[src/rtl/ps2_pkg.sv]
`default_nettype none
//==============================================================================
// Package     : ps2_pkg
// Description : Shared constants and types for the PS/2 keyboard controller.
//               Holds the protocol byte values the decoder recognises and the
//               fetch-sequencer state encoding.
// Revision    : 1.0 - initial release
//==============================================================================
package ps2_pkg;

    // Protocol byte values
    localparam logic [7:0] PS2_EXT    = 8'hE0;  // extended-key prefix
    localparam logic [7:0] PS2_BRK    = 8'hF0;  // break (release) prefix
    localparam logic [7:0] PS2_BAT    = 8'hAA;  // self-test passed
    localparam logic [7:0] PS2_ACK    = 8'hFA;  // command acknowledge
    localparam logic [7:0] PS2_RESEND = 8'hFE;  // resend request

    // Fetch sequencer states
    typedef enum logic [1:0] {
        FETCH_IDLE = 2'd0,
        FETCH_POP  = 2'd1,
        FETCH_GAP  = 2'd2
    } fetch_state_t;

endpackage : ps2_pkg
`default_nettype wire

[src/rtl/ps2_kbd_ctrl_if.sv]
`default_nettype none
//==============================================================================
// Interface   : ps2_kbd_ctrl_if
// Description : Bundles the receiver FIFO handshake and the keyboard event /
//               status outputs of ps2_kbd_ctrl.
//               master : the controller (pops the FIFO, produces events)
//               slave  : the receiver / display side
// Revision    : 1.0 - initial release
//==============================================================================
interface ps2_kbd_ctrl_if;

    // Receiver FIFO side
    logic [7:0] rx_data;
    logic       rx_ready;
    logic       rx_overflow;
    logic       rx_nextdata_n;

    // Event and status side
    logic       evt_valid;
    logic [7:0] evt_code;
    logic       evt_ext;
    logic       evt_make;
    logic       evt_repeat;
    logic       key_held;
    logic [7:0] held_code;
    logic       held_ext;
    logic [7:0] press_cnt;
    logic       err_sticky;

    modport master (
        input  rx_data, rx_ready, rx_overflow,
        output rx_nextdata_n,
        output evt_valid, evt_code, evt_ext, evt_make, evt_repeat,
        output key_held, held_code, held_ext, press_cnt, err_sticky
    );

    modport slave (
        output rx_data, rx_ready, rx_overflow,
        input  rx_nextdata_n,
        input  evt_valid, evt_code, evt_ext, evt_make, evt_repeat,
        input  key_held, held_code, held_ext, press_cnt, err_sticky
    );

endinterface : ps2_kbd_ctrl_if
`default_nettype wire

[src/rtl/ps2_fetch_seq.sv]
`default_nettype none
//==============================================================================
// Module      : ps2_fetch_seq
// Description : Three-state pop sequencer for the PS/2 receiver FIFO.
//               IDLE latches the FIFO head when it is non-empty, POP holds the
//               active-low pop strobe for one cycle, GAP lets the FIFO pointer
//               settle while the latched byte is decoded downstream.
// Ports       : clk, rst           - clock, synchronous active-high reset
//               i_rx_ready         - receiver FIFO non-empty
//               i_rx_data          - receiver FIFO head byte
//               o_rx_nextdata_n    - registered active-low pop strobe
//               o_byte_q           - latched byte
//               o_fetch            - byte being latched this cycle
//               o_decode           - o_byte_q is to be decoded this cycle
//               o_idle             - sequencer is waiting for a byte
// Revision    : 1.0 - initial release
//==============================================================================
module ps2_fetch_seq
    import ps2_pkg::*;
(
    input  logic       clk,
    input  logic       rst,
    input  logic       i_rx_ready,
    input  logic [7:0] i_rx_data,
    output logic       o_rx_nextdata_n,
    output logic [7:0] o_byte_q,
    output logic       o_fetch,
    output logic       o_decode,
    output logic       o_idle
);

    fetch_state_t r_state;
    fetch_state_t w_state_nxt;
    logic         r_nextdata_n;
    logic [7:0]   r_byte_q;
    logic         w_fetch;
    logic         w_decode;

    always_ff @(posedge clk) begin
        if (rst) begin
            r_state      <= FETCH_IDLE;
            r_nextdata_n <= 1'b1;
            r_byte_q     <= 8'h00;
        end else begin
            r_state      <= w_state_nxt;
            // Strobe is registered so it is low for exactly the POP cycle.
            r_nextdata_n <= (w_state_nxt != FETCH_POP);
            if (w_fetch) begin
                r_byte_q <= i_rx_data;
            end
        end
    end

    always_comb begin
        w_state_nxt = r_state;
        w_fetch     = 1'b0;
        w_decode    = 1'b0;
        case (r_state)
            FETCH_IDLE: begin
                if (i_rx_ready) begin
                    w_fetch     = 1'b1;
                    w_state_nxt = FETCH_POP;
                end
            end
            FETCH_POP: begin
                w_state_nxt = FETCH_GAP;
            end
            FETCH_GAP: begin
                w_decode    = 1'b1;
                w_state_nxt = FETCH_IDLE;
            end
            default: begin
                w_state_nxt = FETCH_IDLE;
            end
        endcase
    end

    assign o_rx_nextdata_n = r_nextdata_n;
    assign o_byte_q        = r_byte_q;
    assign o_fetch         = w_fetch;
    assign o_decode        = w_decode;
    assign o_idle          = (r_state == FETCH_IDLE);

endmodule : ps2_fetch_seq
`default_nettype wire

[src/rtl/ps2_kbd_ctrl.sv]
`default_nettype none
//==============================================================================
// Module      : ps2_kbd_ctrl
// Description : PS/2 keyboard controller. Pops bytes from the receiver FIFO,
//               decodes the E0/F0 prefixes into make / break / repeat events,
//               tracks the held key, counts new presses and flags errors.
//               A pending prefix is dropped if no byte follows within
//               PREFIX_TIMEOUT idle cycles.
// Ports       : clk, rst - clock, synchronous active-high reset
//               bus      - ps2_kbd_ctrl_if.master (FIFO handshake + events)
// Revision    : 1.0 - initial release
//==============================================================================
module ps2_kbd_ctrl
    import ps2_pkg::*;
#(
    parameter int PREFIX_TIMEOUT = 1_000_000
) (
    input  logic           clk,
    input  logic           rst,
    ps2_kbd_ctrl_if.master bus
);

    localparam int                c_TMO_W    = (PREFIX_TIMEOUT > 1) ? $clog2(PREFIX_TIMEOUT) : 1;
    localparam logic [c_TMO_W-1:0] c_TMO_LAST = c_TMO_W'(PREFIX_TIMEOUT - 1);

    logic [7:0]         w_byte_q;
    logic               w_fetch;
    logic               w_decode;
    logic               w_idle;
    logic               w_match;
    logic               w_tmo_run;

    logic               r_ext_pend;
    logic               r_brk_pend;
    logic [c_TMO_W-1:0] r_tmo_cnt;
    logic               r_evt_valid;
    logic [7:0]         r_evt_code;
    logic               r_evt_ext;
    logic               r_evt_make;
    logic               r_evt_repeat;
    logic               r_key_held;
    logic [7:0]         r_held_code;
    logic               r_held_ext;
    logic [7:0]         r_press_cnt;
    logic               r_err_sticky;

    ps2_fetch_seq u_fetch (
        .clk             (clk),
        .rst             (rst),
        .i_rx_ready      (bus.rx_ready),
        .i_rx_data       (bus.rx_data),
        .o_rx_nextdata_n (bus.rx_nextdata_n),
        .o_byte_q        (w_byte_q),
        .o_fetch         (w_fetch),
        .o_decode        (w_decode),
        .o_idle          (w_idle)
    );

    // Same key means same code and same extended flag as the one held down.
    assign w_match   = r_key_held && (w_byte_q == r_held_code) && (r_ext_pend == r_held_ext);

    // Only starved idle time ages a prefix; a fetch in the same cycle wins.
    assign w_tmo_run = (r_ext_pend || r_brk_pend) && w_idle && !bus.rx_ready;

    always_ff @(posedge clk) begin
        if (rst) begin
            r_ext_pend   <= 1'b0;
            r_brk_pend   <= 1'b0;
            r_tmo_cnt    <= '0;
            r_evt_valid  <= 1'b0;
            r_evt_code   <= 8'h00;
            r_evt_ext    <= 1'b0;
            r_evt_make   <= 1'b0;
            r_evt_repeat <= 1'b0;
            r_key_held   <= 1'b0;
            r_held_code  <= 8'h00;
            r_held_ext   <= 1'b0;
            r_press_cnt  <= 8'h00;
            r_err_sticky <= 1'b0;
        end else begin
            r_evt_valid <= 1'b0;

            if (bus.rx_overflow) begin
                r_err_sticky <= 1'b1;
            end

            // Prefix timeout (never overlaps decode: runs in IDLE only)
            if (w_fetch) begin
                r_tmo_cnt <= '0;
            end else if (w_tmo_run) begin
                if (r_tmo_cnt == c_TMO_LAST) begin
                    r_tmo_cnt  <= '0;
                    r_ext_pend <= 1'b0;
                    r_brk_pend <= 1'b0;
                end else begin
                    r_tmo_cnt <= r_tmo_cnt + c_TMO_W'(1);
                end
            end

            if (w_decode) begin
                case (w_byte_q)
                    PS2_EXT: r_ext_pend <= 1'b1;
                    PS2_BRK: r_brk_pend <= 1'b1;
                    8'h00, 8'hFF: begin
                        r_err_sticky <= 1'b1;
                        r_ext_pend   <= 1'b0;
                        r_brk_pend   <= 1'b0;
                    end
                    PS2_BAT, PS2_ACK, PS2_RESEND: begin
                        // Housekeeping replies: consumed, prefixes kept.
                    end
                    default: begin
                        r_evt_valid <= 1'b1;
                        r_evt_code  <= w_byte_q;
                        r_evt_ext   <= r_ext_pend;
                        r_ext_pend  <= 1'b0;
                        r_brk_pend  <= 1'b0;
                        if (r_brk_pend) begin
                            r_evt_make   <= 1'b0;
                            r_evt_repeat <= 1'b0;
                            if (w_match) begin
                                r_key_held <= 1'b0;
                            end
                        end else if (w_match) begin
                            r_evt_make   <= 1'b1;
                            r_evt_repeat <= 1'b1;
                        end else begin
                            r_evt_make   <= 1'b1;
                            r_evt_repeat <= 1'b0;
                            r_press_cnt  <= r_press_cnt + 8'd1;
                            r_held_code  <= w_byte_q;
                            r_held_ext   <= r_ext_pend;
                            r_key_held   <= 1'b1;
                        end
                    end
                endcase
            end
        end
    end

    assign bus.evt_valid  = r_evt_valid;
    assign bus.evt_code   = r_evt_code;
    assign bus.evt_ext    = r_evt_ext;
    assign bus.evt_make   = r_evt_make;
    assign bus.evt_repeat = r_evt_repeat;
    assign bus.key_held   = r_key_held;
    assign bus.held_code  = r_held_code;
    assign bus.held_ext   = r_held_ext;
    assign bus.press_cnt  = r_press_cnt;
    assign bus.err_sticky = r_err_sticky;

endmodule : ps2_kbd_ctrl
`default_nettype wire

[src/flat_wrapper.sv]
// flat-port wrapper written by rule: the top's interface ports become plain ports
module ps2_kbd_ctrl_flat import ps2_pkg::*;
#(
    parameter int PREFIX_TIMEOUT = 1_000_000
)
  (clk, rst, bus_rx_data, bus_rx_ready, bus_rx_overflow, bus_rx_nextdata_n, bus_evt_valid, bus_evt_code, bus_evt_ext, bus_evt_make, bus_evt_repeat, bus_key_held, bus_held_code, bus_held_ext, bus_press_cnt, bus_err_sticky);
  ps2_kbd_ctrl_if bus_i ();
  input  logic clk;
  input  logic rst;
  input wire logic [$bits(bus_i.rx_data)-1:0] bus_rx_data;
  input wire logic [$bits(bus_i.rx_ready)-1:0] bus_rx_ready;
  input wire logic [$bits(bus_i.rx_overflow)-1:0] bus_rx_overflow;
  output wire logic [$bits(bus_i.rx_nextdata_n)-1:0] bus_rx_nextdata_n;
  output wire logic [$bits(bus_i.evt_valid)-1:0] bus_evt_valid;
  output wire logic [$bits(bus_i.evt_code)-1:0] bus_evt_code;
  output wire logic [$bits(bus_i.evt_ext)-1:0] bus_evt_ext;
  output wire logic [$bits(bus_i.evt_make)-1:0] bus_evt_make;
  output wire logic [$bits(bus_i.evt_repeat)-1:0] bus_evt_repeat;
  output wire logic [$bits(bus_i.key_held)-1:0] bus_key_held;
  output wire logic [$bits(bus_i.held_code)-1:0] bus_held_code;
  output wire logic [$bits(bus_i.held_ext)-1:0] bus_held_ext;
  output wire logic [$bits(bus_i.press_cnt)-1:0] bus_press_cnt;
  output wire logic [$bits(bus_i.err_sticky)-1:0] bus_err_sticky;
  assign bus_i.rx_data = bus_rx_data;
  assign bus_i.rx_ready = bus_rx_ready;
  assign bus_i.rx_overflow = bus_rx_overflow;
  assign bus_rx_nextdata_n = bus_i.rx_nextdata_n;
  assign bus_evt_valid = bus_i.evt_valid;
  assign bus_evt_code = bus_i.evt_code;
  assign bus_evt_ext = bus_i.evt_ext;
  assign bus_evt_make = bus_i.evt_make;
  assign bus_evt_repeat = bus_i.evt_repeat;
  assign bus_key_held = bus_i.key_held;
  assign bus_held_code = bus_i.held_code;
  assign bus_held_ext = bus_i.held_ext;
  assign bus_press_cnt = bus_i.press_cnt;
  assign bus_err_sticky = bus_i.err_sticky;
  ps2_kbd_ctrl #(.PREFIX_TIMEOUT(PREFIX_TIMEOUT)) u_core (.clk(clk), .rst(rst), .bus(bus_i));
endmodule
[config.mk]
export PLATFORM = sky130hd
export DESIGN_NAME = ps2_kbd_ctrl_flat
export DESIGN_NICKNAME = d
export VERILOG_FILES = /design/src/rtl/ps2_pkg.sv /design/src/rtl/ps2_kbd_ctrl_if.sv /design/src/rtl/ps2_fetch_seq.sv /design/src/rtl/ps2_kbd_ctrl.sv /design/src/flat_wrapper.sv
export SDC_FILE = /design/constraint.sdc
export NUM_CORES = 1
export LEC_CHECK = 0
export CAP_MARGIN = 10
export CELL_PAD_IN_SITES_DETAIL_PLACEMENT = 1
export CELL_PAD_IN_SITES_GLOBAL_PLACEMENT = 2
export CORE_MARGIN = 4
export CORE_UTILIZATION = 36
export DETAILED_ROUTE_END_ITERATION = 16
export PLACE_DENSITY_LB_ADDON = 0.05
export SLEW_MARGIN = 20
export SYNTH_ARGS = -nofsm -noshare
export SYNTH_HDL_FRONTEND = slang
export SYNTH_SLANG_ARGS = --single-unit
[constraint.sdc]
create_clock -name clk -period 6.3 [get_ports clk]
set_clock_uncertainty 0.05 [all_clocks]
set_input_delay 0.63 -clock clk [delete_from_list [all_inputs] [get_ports clk]]
set_output_delay 0.63 -clock clk [all_outputs]
set_load 0.05 [all_outputs]
==> flow_summary_export.csv, run 1 <==
group,metric,value,unit
min_path,hold_end,"u_core.bus.evt_code[6]$_SDFFE_PP0P_",
min_path,hold-path-cell-count,2,
outcome,status,"finished clean",
power,p_leak,1.37,nW
synth,syn_area,0.00288,mm^2
sta,whs,0.451,ns
synth,synth_largest_area_cell,"dfxtp_1",
sta,worst_slew_pin_slew,0.791,ns
grt,grt.overflow.total,0,
clock_tree,post_cts.repair.setup_buffers,0,
grt,gr-usage-all-layers,15.0,%
grt,grt_max_degree,39,
power,p_comb_share,7.7,%
power,power_frac_clock,44.0,%
layout,n_antenna_cell,0,
setup_path,r2r-end,"u_core.bus.press_cnt[5]$_SDFFE_PP0P_",
setup_path,cp_max_fo,10,
layout,fillers,871,
clock_tree,cts_sinks,64,
clock_tree,root_buffer,"clkbuf_8",
route,route.vias.total,2268,
route,ant_nets,0,
floorplan,die_y,97.4,um
sta,min_period_over_period,43.3,%
floorplan,row_count,32,
synth,synth_cell_types,43,
sta,drv_slew,0,
power,p_per_area,247,mW/mm^2
power,netSwitchingFraction,23.3,%
setup_path,cp-start-kind,"flip-flop",
setup_path,worstSetupPathType,"reg -> reg",
setup_path,r2r_start,"u_core.u_fetch.o_byte_q[6]$_SDFFE_PP0P_",
synth,synthCells,303,
sta,layout_min_cycle_time,2.73,ns
grt,grt_pass1_vias,2268,
route,wl,6670,um
route,drt_iter0_drc,52,
power,finalPower,0.879,mW
clock_tree,numCtsBuffers,9,
synth,seq_area_frac_synth,44.6,%
synth,synth_ff_type,"dfxtp_1",
run,maxCapViolCount,0,
synth,synthMostInstantiatedCell,"dfxtp_1",
sta,hold_viol,0,
sta,timing.fmax,366,MHz
min_path,min_path_type,"reg -> reg",
sta,maxSlewHeadroom,47.3,%
setup_path,arrival,2.90,ns
power,p_int,0.675,mW
layout,fin_nets,355,
setup_path,reg2reg_depth,9,
sta,fin_setup_tns,0,ns
place,io_buffer_count,43,
floorplan,dieArea,0.00948,mm^2
layout,fin_cells,446,
layout,drive_gt1_share,7.85,%
synth,synth_top_area_share,44.6,%
synth,ys_ff_latch,64,
layout,area_growth,23.8,%
power,power.switching,0.205,mW
clock_tree,clk_latency,0.34,ns
clock_tree,clk_path_buf_depth,2,
clock_tree,hold_buffers,0,
sta,finalSetupViolations,0,
place,dpl.hpwl,4940,um
place,gp_congestion,0.737,
floorplan,fp.coreArea,0.00773,mm^2
setup_path,cp-end-kind,"flip-flop",
synth,syn_area_per_cell,9.49,um^2
route,firstDrtPassIters,6,
grt,grt_antenna_before_repair,0,
clock_tree,cts_resized,0,
setup_path,rrSetupSlack,3.57,ns
route,avgViaCountPerCell,5.09,
synth,synth_nets,319,
floorplan,pin_count,44,
clock_tree,htree_levels,3,
synth,synthTopCellsByArea,"dfxtp_1 45%, mux2i_1 7.3%, nor2_1 6.8%",
min_path,hold_start,"u_core.bus.evt_code[6]$_SDFFE_PP0P_",
route,wl_per_cell,15.0,um
floorplan,die_w,97.4,um
power,p_seq_share,48.3,%
floorplan,start_util,37.2,%
synth,synth_top_cells_by_count,"64 x dfxtp_1, 52 x nor2_1, 21 x mux2i_1, 21 x xor2_1",
synth,async_reset_ff_share,0,%
setup_path,crit_required,6.47,ns
power,ir_drop,0.112,mV
synth,synth_edf_count,0,
sta,rsz0062_at_grt,"no",
grt,grt_pass1_wl,11400,um
route,drc,0,
place,dp_cells,430,
synth,ys_warn_count,0,
clock_tree,clkTransAtPathRegs,0.07,ns
clock_tree,cts_tree,"yes",
layer usage:
layer	track usage (%)	wire, um
met5	0	0
met4	6.71	121
met3	3.30	243
met2	22.3	2880
met1	20.6	3430
how the worst max path moves through the flow:
stage | from | endpoint | slack (ns)
finish | u_core.u_fetch.o_byte_q[6]$_SDFFE_PP0P_ | u_core.bus.press_cnt[5]$_SDFFE_PP0P_ | 3.57
global placement | rst | u_core.r_tmo_cnt[12]$_SDFFE_PP0N_ | 3.32
detailed placement | rst | u_core.r_tmo_cnt[15]$_SDFFE_PP0N_ | 3.25
CTS | u_core.u_fetch.o_byte_q[6]$_SDFFE_PP0P_ | u_core.bus.press_cnt[5]$_SDFFE_PP0P_ | 3.51
floorplan | u_core.bus.held_code[6]$_SDFFE_PP0P_ | u_core.bus.press_cnt[5]$_SDFFE_PP0P_ | 3.86
global route | u_core.u_fetch.o_byte_q[5]$_SDFFE_PP0P_ | u_core.bus.press_cnt[5]$_SDFFE_PP0P_ | 3.32
kinds of logic after synthesis:
| kind of cell | after synthesis | share of synthesized area, % |
|---|---|---|
| DFF | 64 | 44.6 |
| AOI/OAI and AO/OA | 26 | 7.22 |
| buffers and inverters | 26 | 4.57 |
| xor gates and xnor gates | 29 | 8.83 |
| and+or+nand+nor | 130 | 24.5 |
| muxes | 24 | 8.62 |
| adders and majority gates | 4 | 1.74 |
power by group through the flow:
stage | Combinational [mW] | Sequential, mW | Clock (mW)
floorplan | 0.0471 | 0.434 | 0
global placement | 0.0682 | 0.434 | 0
detailed placement | 0.0690 | 0.434 | 0
CTS | 0.0692 | 0.425 | 0.399
global route | 0.0738 | 0.426 | 0.419
finish | 0.0682 | 0.425 | 0.387
through the flow:
| stage | area [um^2] | util (%) | worst slack (ns) |
|---|---|---|---|
| 6_report | 3560 | 46.1 | 3.57 |
| 5_1_grt | 3560 | 46.1 | 3.32 |
| 4_1_cts | 3560 | 46.1 | 3.51 |
| 3_5_place_dp | 3350 | 43.3 | 3.25 |
| 3_3_place_gp | 3350 | 43.3 | 3.32 |
| 2_1_floorplan | 2880 | - | 3.86 |
registers in the layout, indices dropped and copies added (netlist names):
signal,cells
u_core.bus.evt_make,1
u_core.r_ext_pend,1
u_core.bus.evt_code,8
u_core.r_brk_pend,1
u_core.bus.key_held,1
u_core.u_fetch.r_state,2
u_core.bus.evt_valid,1
u_core.u_fetch.o_byte_q,8
u_core.bus.err_sticky,1
u_core.bus.evt_ext,1
u_core.bus.held_ext,1
u_core.bus.evt_repeat,1
u_core.u_fetch.o_rx_nextdata_n,1
u_core.r_tmo_cnt,20
u_core.bus.press_cnt,8
u_core.bus.held_code,8
cells in the final DEF (no fill, tap or decap), drive strengths merged, types with 2 or more instances in the layout:
cell type / instances
dfxtp: 64
nor2: 52
clkdlybuf4s50: 43
xor2: 21
mux2i: 21
nand4: 13
clkbuf: 13
nand3: 12
and3: 10
nand2: 9
xnor2: 8
a22o: 8
nor4: 8
inv: 6
and4: 5
o21ai: 5
a21oi: 5
nor2b: 4
ha: 4
or3: 4
or4: 3
nor3: 3
and2: 3
mux2: 3
a311oi: 2
bufinv: 2
buf: 2
a211oi: 2
layout make-up:
class                           instances  area (um^2)  area share (%)
Clock inverter                          3         65.1            1.83
Timing Repair Buffer                   45          445            12.5
Inverter                                6         22.5           0.633
Clock buffer                           13          149            4.18
Multi-Input combinational cell        213         1470            41.3
Sequential cell                        64         1280            36.0
Tap cell                              102          128            3.59
critical path, stage by stage (launching register included):
cell and delay, ns:
dfxtp_1 0.59, xor2_1 0.19, nor4_1 0.07, nand4_1 0.14, ha_1 0.28, and4_1 0.26
o21ai_0 0.10, nor4_1 0.38, and3_1 0.23, mux2_1 0.32
Note: power is estimated with default switching activity, not from simulation.
==> run 2, diff against run 1 <==
--- a/config.mk
+++ b/config.mk
@@ -9,7 +9,7 @@
 export CELL_PAD_IN_SITES_DETAIL_PLACEMENT = 1
 export CELL_PAD_IN_SITES_GLOBAL_PLACEMENT = 2
 export CORE_MARGIN = 4
-export CORE_UTILIZATION = 36
+export CORE_UTILIZATION = 33
 export DETAILED_ROUTE_END_ITERATION = 16
 export PLACE_DENSITY_LB_ADDON = 0.05
 export SLEW_MARGIN = 20
==> constraint.sdc (replaced) <==
create_clock -name clk -period 2.6 [get_ports clk]
set_clock_uncertainty 0.05 [all_clocks]
set_input_delay 0.26 -clock clk [delete_from_list [all_inputs] [get_ports clk]]
set_output_delay 0.26 -clock clk [all_outputs]
set_load 0.05 [all_outputs]
==> run 2 against run 1 <==
  * Via count is 1.5% higher
  * Combinational power grew to 3.1 times the previous value
  * Cell area grew 4.0%
  * Largest cell class unchanged
==> flow_summary_export.csv, run 2 (synthesized netlist as in run 1, its figures left out) <==
group,metric,value,unit
outcome,status,"finished clean",
sta,maxSlewHeadroom,48.1,%
floorplan,start_util,34.5,%
sta,worst_slew_pin_slew,0.773,ns
floorplan,dieArea,0.0103,mm^2
power,power_frac_clock,45.6,%
setup_path,crit_required,2.78,ns
setup_path,cp-end-kind,"flip-flop",
route,avgViaCountPerCell,5.00,
grt,grt_use_met2,23.2,%
grt,use_met3,3.58,%
layout,area_growth,28.8,%
sta,layout_min_cycle_time,2.38,ns
sta,rsz0062_at_grt,"no",
layout,drive_gt1_share,12.1,%
power,p_int,1.73,mW
route,wl_per_cell,16.4,um
clock_tree,clk_path_buf_depth,2,
grt,grt_use_met1,21.1,%
setup_path,timing.critical_path.mode_cell,"nor4_2",
setup_path,arrival,2.55,ns
floorplan,fp.coreArea,0.00834,mm^2
layout,largest-register,"u_core.r_tmo_cnt",
setup_path,critPathTopFamily,"simple AND/OR/NAND/NOR gates",
grt,busiest_layer,"met2",
min_path,min_path_type,"reg -> reg",
power,ir_drop,0.284,mV
setup_path,cp-start-kind,"flip-flop",
power,p_seq_share,45.0,%
clock_tree,hold_buffers,0,
sta,min_period_over_period,91.4,%
floorplan,die_y,101,um
sta,finalSetupViolations,0,
route,drt_iter0_drc,76,
layout,fin_nets,367,
route,ant_nets,0,
layout,final_common_cell,"dfxtp_1",
grt,grt_pass1_wl,12200,um
setup_path,cp_cell_sequence,"xor2_1, nor4_2, nand4_1, ha_1, and4_1, o21ai_0, nor4_2, and3_1, mux2_1",
route,firstDrtPassIters,4,
setup_path,critPathSlowestCell,"dfxtp_1",
grt,grt_max_degree,34,
place,gp_congestion,0.717,
setup_path,critical-path-max-stage-delay,0.34,ns
clock_tree,htree_levels,3,
run,maxCapViolCount,0,
clock_tree,clk_latency,0.34,ns
power,p_per_area,606,mW/mm^2
floorplan,pin_count,44,
setup_path,crit_buf_inv,0,
power,netSwitchingFraction,23.1,%
floorplan,die_w,101,um
grt,gr-usage-all-layers,15.4,%
clock_tree,numCtsBuffers,9,
power,power.switching,0.518,mW
grt,grt_pass1_vias,2282,
clock_tree,root_buffer,"clkbuf_8",
layout,n_antenna_cell,0,
route,drc,0,
place,io_buffer_count,43,
layout,final_cell_mix,"64 x dfxtp_1, 52 x nor2_1, 43 x clkdlybuf4s50_1",
sta,fin_setup_tns,0,ns
grt,grt.overflow.total,0,
layout,largest_reg_flops,20,
sta,drv_slew,0,
sta,whs,0.449,ns
floorplan,row_count,33,
clock_tree,clkTransAtPathRegs,0.07,ns
sta,hold_viol,0,
sta,timing.fmax,421,MHz
clock_tree,cts_sinks,64,
grt,grt_antenna_before_repair,0,
route,route.vias.total,2301,
power,p_comb_share,9.4,%
place,dpl.hpwl,5500,um
clock_tree,cts_tree,"yes",
setup_path,worstSetupPathType,"reg -> reg",
setup_path,cp_max_fo,5,
route,wl,7560,um
power,p_leak,1.45,nW
[run 2: metal layers]
| layer | up-vias | wire, um |
|---|---|---|
| met1 | 1099 | 3780 |
| met3 | 9 | 269 |
| li1 | 1157 | - |
| met5 | - | 0 |
| met2 | 36 | 3410 |
| met4 | 0 | 94 |
[run 2: timing repair]
item | CTS | global route
buffers inserted | 0 | 0
endpoints found under the setup margin | 0 | 1
resized for setup | 0 | 2
[run 2: metrics by stage]
step	instance area [um^2]	power [mW]	instances	utilization (%)	worst slack, ns
floorplan	2880	1.17	303	-	0.156
global placement	3450	1.24	445	41.4	0.214
detailed placement	3450	1.24	445	41.4	0.125
CTS	3690	2.27	460	44.3	0.103
global route	3700	2.33	460	44.4	0.0437
finish	3700	2.24	460	44.4	0.224
[run 2: final timing paths]
check | depth (start not counted) | to | startpoint | slack [ns]
max | 9 | u_core.bus.press_cnt[5]$_SDFFE_PP0P_ | u_core.bus.held_code[5]$_SDFFE_PP0P_ | 0.22
min | 2 | u_core.bus.press_cnt[7]$_SDFFE_PP0P_ | u_core.bus.press_cnt[7]$_SDFFE_PP0P_ | 0.45
max reg2reg | 9 | u_core.bus.press_cnt[5]$_SDFFE_PP0P_ | u_core.bus.held_code[5]$_SDFFE_PP0P_ | 0.22
min reg2reg | 2 | u_core.bus.press_cnt[7]$_SDFFE_PP0P_ | u_core.bus.press_cnt[7]$_SDFFE_PP0P_ | 0.45
[run 2: power by group through the flow]
| stage | clock network (mW) | registers [mW] | logic [mW] |
|---|---|---|---|
| floorplan | 0 | 1.05 | 0.114 |
| global placement | 0 | 1.03 | 0.210 |
| detailed placement | 0 | 1.03 | 0.211 |
| CTS | 1.05 | 1.01 | 0.211 |
| global route | 1.09 | 1.01 | 0.228 |
| finish | 1.02 | 1.01 | 0.211 |
[run 2: layout make-up]
| type | count | area, um^2 |
|---|---|---|
| flip-flops and latches | 64 | 1280 |
| fillers | 956 | 4640 |
| clock buffers | 13 | 179 |
| repair buffers | 57 | 548 |
| inverters | 6 | 22.5 |
| clock inverters | 2 | 60.1 |
| well taps | 105 | 131 |
| multi-input cells | 213 | 1480 |
[run 2: worst reg2reg max path: stages (launching register included)]
cell and delay (ns):
dfxtp_1 0.34, xor2_1 0.18, nor4_2 0.30, nand4_1 0.18, ha_1 0.28, and4_1 0.24
o21ai_0 0.10, nor4_2 0.08, and3_1 0.20, mux2_1 0.30
==> run 3, diff against run 2 <==
--- a/config.mk
+++ b/config.mk
@@ -5,7 +5,8 @@
 export SDC_FILE = /design/constraint.sdc
 export NUM_CORES = 1
 export LEC_CHECK = 0
-export CAP_MARGIN = 10
+export ABC_CLOCK_PERIOD_IN_PS = 2600
+export CAP_MARGIN = 20
 export CELL_PAD_IN_SITES_DETAIL_PLACEMENT = 1
 export CELL_PAD_IN_SITES_GLOBAL_PLACEMENT = 2
 export CORE_MARGIN = 4
==> results of run 3 <==
The final DEF is identical to that of run 2; final timing and power are the same.
